===== config.mk =====
export PLATFORM = sky130hd
export DESIGN_NAME = ray_generator_flat
export DESIGN_NICKNAME = d
export VERILOG_FILES = /design/src/rtl/ray_generator_if.sv /design/src/rtl/ray_generator.sv /design/src/flat_wrapper.sv
export SDC_FILE = /design/constraint.sdc
export NUM_CORES = 2
export LEC_CHECK = 0
export ABC_AREA = 1
export CELL_PAD_IN_SITES_DETAIL_PLACEMENT = 1
export CELL_PAD_IN_SITES_GLOBAL_PLACEMENT = 1
export CORE_UTILIZATION = 40
export DETAILED_ROUTE_END_ITERATION = 12
export PLACE_DENSITY_LB_ADDON = 0.1
export SKIP_CTS_REPAIR_TIMING = 1
export SLEW_MARGIN = 5
export SYNTH_ARGS = -nofsm -noshare
export SYNTH_HDL_FRONTEND = slang
export SYNTH_SLANG_ARGS = --single-unit
export TNS_END_PERCENT = 50

===== constraint.sdc =====
create_clock -name clk_in -period 3.1 [get_ports clk_in]
set_input_delay 0.465 -clock clk_in [delete_from_list [all_inputs] [get_ports clk_in]]
set_output_delay 0.465 -clock clk_in [all_outputs]
set_load 0.02 [all_outputs]

===== src/rtl/ray_generator_if.sv =====
// Handshake and camera bundle between the ray generator and its frame controller / consumer.
// Vectors are packed as three DATA_W-bit fixed-point components, index 0 = x.
interface ray_generator_if #(
  parameter int DATA_W = 32,
  parameter int WIDTH  = 320,
  parameter int HEIGHT = 180
);
  localparam int X_W = (WIDTH  > 1) ? $clog2(WIDTH)  : 1;
  localparam int Y_W = (HEIGHT > 1) ? $clog2(HEIGHT) : 1;

  logic                   start_in;
  logic [2:0][DATA_W-1:0] forward_in;
  logic [2:0][DATA_W-1:0] right_step_in;
  logic [2:0][DATA_W-1:0] up_step_in;
  logic                   ready_in;
  logic                   valid_out;
  logic [2:0][DATA_W-1:0] dir_out;
  logic [X_W-1:0]         x_out;
  logic [Y_W-1:0]         y_out;
  logic                   busy_out;
  logic                   frame_done_out;

  modport master (
    input  start_in, forward_in, right_step_in, up_step_in, ready_in,
    output valid_out, dir_out, x_out, y_out, busy_out, frame_done_out
  );

  modport slave (
    output start_in, forward_in, right_step_in, up_step_in, ready_in,
    input  valid_out, dir_out, x_out, y_out, busy_out, frame_done_out
  );
endinterface


===== src/rtl/ray_generator.sv =====
// Raster-order primary-ray direction generator: latches the camera basis on start and walks the
// screen by incremental accumulation, one unnormalized direction per pixel over valid/ready.
module ray_generator #(
  parameter int DATA_W = 32,
  parameter int FRAC_W = 16,
  parameter int WIDTH  = 320,
  parameter int HEIGHT = 180
) (
  input logic           clk_in,
  input logic           rst_n_in,
  ray_generator_if.master rg
);
  localparam int X_W = (WIDTH  > 1) ? $clog2(WIDTH)  : 1;
  localparam int Y_W = (HEIGHT > 1) ? $clog2(HEIGHT) : 1;
  localparam logic [X_W-1:0] X_LAST = X_W'(WIDTH - 1);
  localparam logic [Y_W-1:0] Y_LAST = Y_W'(HEIGHT - 1);

  typedef logic signed [DATA_W-1:0] fixed_t;
  typedef logic [2:0][DATA_W-1:0]   vec3_t;
  typedef enum logic [2:0] {IDLE, SETUP0, SETUP1, EMIT, DONE} state_t;

  function automatic fixed_t fadd(fixed_t a, fixed_t b);
    return a + b;
  endfunction

  function automatic fixed_t fsub(fixed_t a, fixed_t b);
    return a - b;
  endfunction

  // Full-precision product, then drop the fraction by arithmetic shift (rounds toward -inf).
  function automatic fixed_t fmul(fixed_t a, fixed_t b);
    logic signed [2*DATA_W-1:0] p;
    p = {{DATA_W{a[DATA_W-1]}}, a} * {{DATA_W{b[DATA_W-1]}}, b};
    return fixed_t'(p >>> FRAC_W);
  endfunction

  function automatic fixed_t to_fixed(int n);
    fixed_t v;
    v = fixed_t'(n);
    return v <<< FRAC_W;
  endfunction

  function automatic vec3_t vadd(vec3_t a, vec3_t b);
    vec3_t r;
    for (int i = 0; i < 3; i++) r[i] = fadd(a[i], b[i]);
    return r;
  endfunction

  function automatic vec3_t vsub(vec3_t a, vec3_t b);
    vec3_t r;
    for (int i = 0; i < 3; i++) r[i] = fsub(a[i], b[i]);
    return r;
  endfunction

  function automatic vec3_t vmul(vec3_t a, fixed_t s);
    vec3_t r;
    for (int i = 0; i < 3; i++) r[i] = fmul(a[i], s);
    return r;
  endfunction

  state_t         state;
  vec3_t          fwd, rstep, ustep, hx, hy, row_base, dir;
  logic [X_W-1:0] x;
  logic [Y_W-1:0] y;
  logic           valid, busy, frame_done;
  vec3_t          corner, next_row;

  assign corner   = vadd(vsub(fwd, hx), hy);
  assign next_row = vsub(row_base, ustep);

  always_ff @(posedge clk_in or negedge rst_n_in) begin
    if (!rst_n_in) begin
      state      <= IDLE;
      fwd        <= '0;
      rstep      <= '0;
      ustep      <= '0;
      hx         <= '0;
      hy         <= '0;
      row_base   <= '0;
      dir        <= '0;
      x          <= '0;
      y          <= '0;
      valid      <= 1'b0;
      busy       <= 1'b0;
      frame_done <= 1'b0;
    end else begin
      case (state)
        IDLE: begin
          if (rg.start_in) begin
            fwd   <= rg.forward_in;
            rstep <= rg.right_step_in;
            ustep <= rg.up_step_in;
            busy  <= 1'b1;
            state <= SETUP0;
          end
        end
        SETUP0: begin
          hx    <= vmul(rstep, to_fixed(WIDTH / 2));
          hy    <= vmul(ustep, to_fixed(HEIGHT / 2));
          state <= SETUP1;
        end
        SETUP1: begin
          row_base <= corner;
          dir      <= corner;
          x        <= '0;
          y        <= '0;
          valid    <= 1'b1;
          state    <= EMIT;
        end
        EMIT: begin
          // Everything holds unless the current ray is taken this cycle.
          if (valid && rg.ready_in) begin
            if (x != X_LAST) begin
              dir <= vadd(dir, rstep);
              x   <= x + 1'b1;
            end else if (y != Y_LAST) begin
              row_base <= next_row;
              dir      <= next_row;
              x        <= '0;
              y        <= y + 1'b1;
            end else begin
              valid      <= 1'b0;
              frame_done <= 1'b1;
              state      <= DONE;
            end
          end
        end
        DONE: begin
          frame_done <= 1'b0;
          busy       <= 1'b0;
          state      <= IDLE;
        end
        default: state <= IDLE;
      endcase
    end
  end

  assign rg.valid_out      = valid;
  assign rg.dir_out        = dir;
  assign rg.x_out          = x;
  assign rg.y_out          = y;
  assign rg.busy_out       = busy;
  assign rg.frame_done_out = frame_done;
endmodule


===== src/flat_wrapper.sv =====
// flat-port wrapper written by rule: the top's interface ports become plain ports
module ray_generator_flat 
#(
  parameter int DATA_W = 32,
  parameter int FRAC_W = 16,
  parameter int WIDTH  = 320,
  parameter int HEIGHT = 180
)
  (clk_in, rst_n_in, rg_start_in, rg_forward_in, rg_right_step_in, rg_up_step_in, rg_ready_in, rg_valid_out, rg_dir_out, rg_x_out, rg_y_out, rg_busy_out, rg_frame_done_out);
  ray_generator_if #(.DATA_W(DATA_W), .WIDTH(WIDTH), .HEIGHT(HEIGHT)) rg_i ();
  input logic clk_in;
  input logic rst_n_in;
  input wire logic [$bits(rg_i.start_in)-1:0] rg_start_in;
  input wire logic [$bits(rg_i.forward_in)-1:0] rg_forward_in;
  input wire logic [$bits(rg_i.right_step_in)-1:0] rg_right_step_in;
  input wire logic [$bits(rg_i.up_step_in)-1:0] rg_up_step_in;
  input wire logic [$bits(rg_i.ready_in)-1:0] rg_ready_in;
  output wire logic [$bits(rg_i.valid_out)-1:0] rg_valid_out;
  output wire logic [$bits(rg_i.dir_out)-1:0] rg_dir_out;
  output wire logic [$bits(rg_i.x_out)-1:0] rg_x_out;
  output wire logic [$bits(rg_i.y_out)-1:0] rg_y_out;
  output wire logic [$bits(rg_i.busy_out)-1:0] rg_busy_out;
  output wire logic [$bits(rg_i.frame_done_out)-1:0] rg_frame_done_out;
  assign rg_i.start_in = rg_start_in;
  assign rg_i.forward_in = rg_forward_in;
  assign rg_i.right_step_in = rg_right_step_in;
  assign rg_i.up_step_in = rg_up_step_in;
  assign rg_i.ready_in = rg_ready_in;
  assign rg_valid_out = rg_i.valid_out;
  assign rg_dir_out = rg_i.dir_out;
  assign rg_x_out = rg_i.x_out;
  assign rg_y_out = rg_i.y_out;
  assign rg_busy_out = rg_i.busy_out;
  assign rg_frame_done_out = rg_i.frame_done_out;
  ray_generator #(.DATA_W(DATA_W), .FRAC_W(FRAC_W), .WIDTH(WIDTH), .HEIGHT(HEIGHT)) u_core (.clk_in(clk_in), .rst_n_in(rst_n_in), .rg(rg_i));
endmodule

==> results.yml <==
outcome:
  outcome: "complete, but fails checks"
  violations: "negative setup slack"
final_layout:
  area_delta_synth_final_pct: 30.65
  multiInputGateArea_mm2: 0.04577
  drive_gt1_frac: 0.1699
  seq_area_mm2: 0.01702
  fin_nets: 11968
  fillCellCount: 20662
  final_cell_mix: "nand2_1 (2659), inv_1 (1817), nor2_1 (890), buf_4 (618), dfrtp_1 (614)"
  final_common_cell: "nand2_1"
  final_cells: 13087
run:
  drv_cap: 0
timing:
  clock-skew-final_ns: 0.03428
  fin_ws_ns: -0.6889
  rsz0062_at_grt: "true"
  worst_pin_slew_ns: 0.8405
  hold_viol_final: 0
  slew_violations: 0
  setup_viol: 73
  max-slew-margin-rel: 0.4372
  whs_ns: 0.3005
  fmax_ghz: 0.2639
  final.setup.tns_ns: -25.18
  fin_crit_ns: 3.789
  period_share: 1.222
detailed_routing:
  vias_per_cell: 5.504
  remaining_drc_errors: 0
  routed_wl_um: 326400
  via_count: 72032
  firstDrtPassIters: 6
  drtIter0Drc: 6227
  wl_per_cell_um: 24.94
  drtAntennaViolNets: 0
global_route:
  overflow: 0
  antenna_found_initial: 33
  grt_pass1_wl_um: 445000
  grt.total_usage: 0.3540
  grt_start_max_net_pins: 92
  first_global_vias: 71155
floorplanning:
  placementRows: 148
  dieArea_mm2: 0.1661
  fp.dieH_um: 407.5
  start_util: 0.4037
  coreArea_mm2: 0.1630
  io_pins: 408
  die_w_um: 407.5
synth:
  synth_edf_count: 0
  yosys_warnings: 0
  syn_inst: 9818
  synth_seq_area_share: 0.2575
  synthesis.nets: 10949
  syn_area_mm2: 0.06578
  synthArstFlopShare: 1.000
  ys_ff_latch: 677
  ys.flop_type: "dfrtp_1"
  synth.distinct_cells: 50
  syn_avg_cell_area_um2: 6.700
placed_design:
  dp.cells: 12853
  gp_congestion: 0.9845
  place_hpwl_um: 251400
  io_buffers: 407
power_and_ir_drop:
  power_frac_seq: 0.412
  p_sw_frac: 0.2395
  comb_power_share: 0.031
  p_clk_frac: 0.557
  power_uw: 21460
  p_leak_uw: 0.04747
  power.switching_uw: 5140
  power_density_mw_per_mm2: 249.7
  ir_drop_uv: 411.4
  p_int_uw: 16320
setup_path:
  worst_path_max_delay_cell: "fa_1"
  reg2reg_slack_ns: -0.69
  cp_max_fo: 4
  cp_data_required_time_ns: 3.70
  end_kind: "flop"
  worst_path_largest_cell_delay_ns: 0.61
  critPathKind: "reg -> reg"
  r2r-end: "u_core.hy[91]"
  worst_path_dominant_cell_family: "adder cells"
  cp.buffers_inverters: 3
  path_cells: "ha_1 > inv_2 > fa_1 > fa_1 > inv_1 > ha_4 > nand2_1 > nor2_2 > inv_1 > nor3_4 > nand2_1 > nand3_2 > nand2_1 > nand3_2 > o21ai_1"
  reg2reg_depth: 15
  timing.rr.start: "u_core.ustep[83]"
  start_kind: "flop"
  cp_data_arrival_time_ns: 4.39
  crit_path_frequent_cell: "nand2_1"
cts:
  clk_latency_ns: 0.75
  cts_made_buffers: 88
  cts_tree: "done"
  htreeDepth: 3
  cts.path.max_buffers: 3
  cts-root-buf: "clkbuf_16"
  cts_sinks: 677
  cts.clk_slew.worst_paths_ns: 0.06
min_path:
  hold_path.class: "in -> async"
==> stage by stage <==
step / instance area [µm²] / util / setup WS (ns)
6_report: 85940 / 0.5274 / -0.6889
5_1_grt: 85930 / 0.5274 / -0.6990
4_1_cts: 80660 / 0.4950 / -0.5471
3_5_place_dp: 77430 / 0.4751 / -0.5065
3_3_place_gp: 77430 / 0.4751 / -0.4745
2_1_floorplan: 66160 / - / -0.03835
==> worst max-delay path by stage <==
stage          slack (ns)              from  depth (start not counted)            end
6_report            -0.69  u_core.ustep[83]                         15  u_core.hy[91]
5_1_grt             -0.70  u_core.ustep[83]                         15  u_core.hy[91]
4_1_cts             -0.55  u_core.ustep[24]                         13  u_core.hy[26]
3_5_place_dp        -0.51  u_core.ustep[24]                         13  u_core.hy[26]
3_3_place_gp        -0.47  u_core.ustep[24]                         13  u_core.hy[27]
2_1_floorplan       -0.04  u_core.ustep[36]                         16  u_core.hy[51]
==> layout make-up <==
cell class / instances / area share
multi-input combinational: 7039 / 0.5325
sequential: 677 / 0.1980
timing repair buffer: 1105 / 0.1156
inverter: 1926 / 0.08445
tap: 2175 / 0.03166
clock buffer: 108 / 0.02852
clock inverter: 51 / 0.009070
antenna: 6 / 0.0001747
==> power by group through the flow <==
stage | logic, µW | clock network (µW) | registers, µW
2_1_floorplan | 3.16 | 0 | 9000
3_3_place_gp | 664 | 0 | 9000
3_5_place_dp | 671 | 0 | 9000
4_1_cts | 675 | 12000 | 8840
5_1_grt | 715 | 12300 | 8830
6_report | 667 | 12000 | 8830
==> Yosys cell counts, drive strengths merged, types with 3 or more instances <==
cell type / instances / area, µm²
dfrtp: 677 / 16940
a211oi: 4 / 30.03
o22ai: 7 / 43.79
a31o: 5 / 43.79
xnor2: 103 / 902.1
nor2: 971 / 3661
o21bai: 69 / 518.0
clkbuf: 110 / 412.9
nand3: 592 / 2968
o21a: 16 / 120.1
and2: 14 / 87.58
o22a: 8 / 70.07
nand2: 2771 / 10410
a21boi: 17 / 127.6
a41oi: 6 / 52.55
or2: 64 / 400.4
and3: 3 / 18.77
fa: 206 / 4124
o211ai: 10 / 75.07
xor2: 129 / 1130
a21o: 21 / 157.7
inv: 1924 / 7222
buf: 66 / 330.3
nand3b: 51 / 382.9
mux2: 103 / 1160
o21ai: 309 / 1546
nor3: 95 / 491.7
ha: 633 / 7920
a31oi: 98 / 613.1
nor4: 12 / 75.07
a21oi: 641 / 3208
nand4: 73 / 456.7
==> cells by family after synthesis <==
| kind of cell | share of synthesized area |
|---|---|
| muxes | 0.01778 |
| buffers and inverters | 0.1212 |
| adders and majority gates | 0.1832 |
| and+or+nand+nor | 0.2883 |
| xor gates and xnor gates | 0.03089 |
| AOI/OAI and AO/OA | 0.1011 |
| DFF | 0.2575 |
==> sequential cells by signal (all words and copies together), names as in the netlist, 8 cells and up <==
name	flops
u_core.rstep	96
u_core.rg.y_out	8
u_core.fwd	96
u_core.rg.dir_out	96
u_core.row_base	96
u_core.hy	93
u_core.rg.x_out	9
u_core.hx	81
u_core.ustep	96
==> layer usage <==
metal  routed length, µm  vias to the layer above  GRT usage
li1                    -                    32741          -
met1              155500                    36207     0.5532
met2              136200                     2575     0.5040
met3               24790                      501    0.05504
met4                9938                        8    0.07597
met5                  59                        -          0
Note: power is estimated with default switching activity, not from simulation.
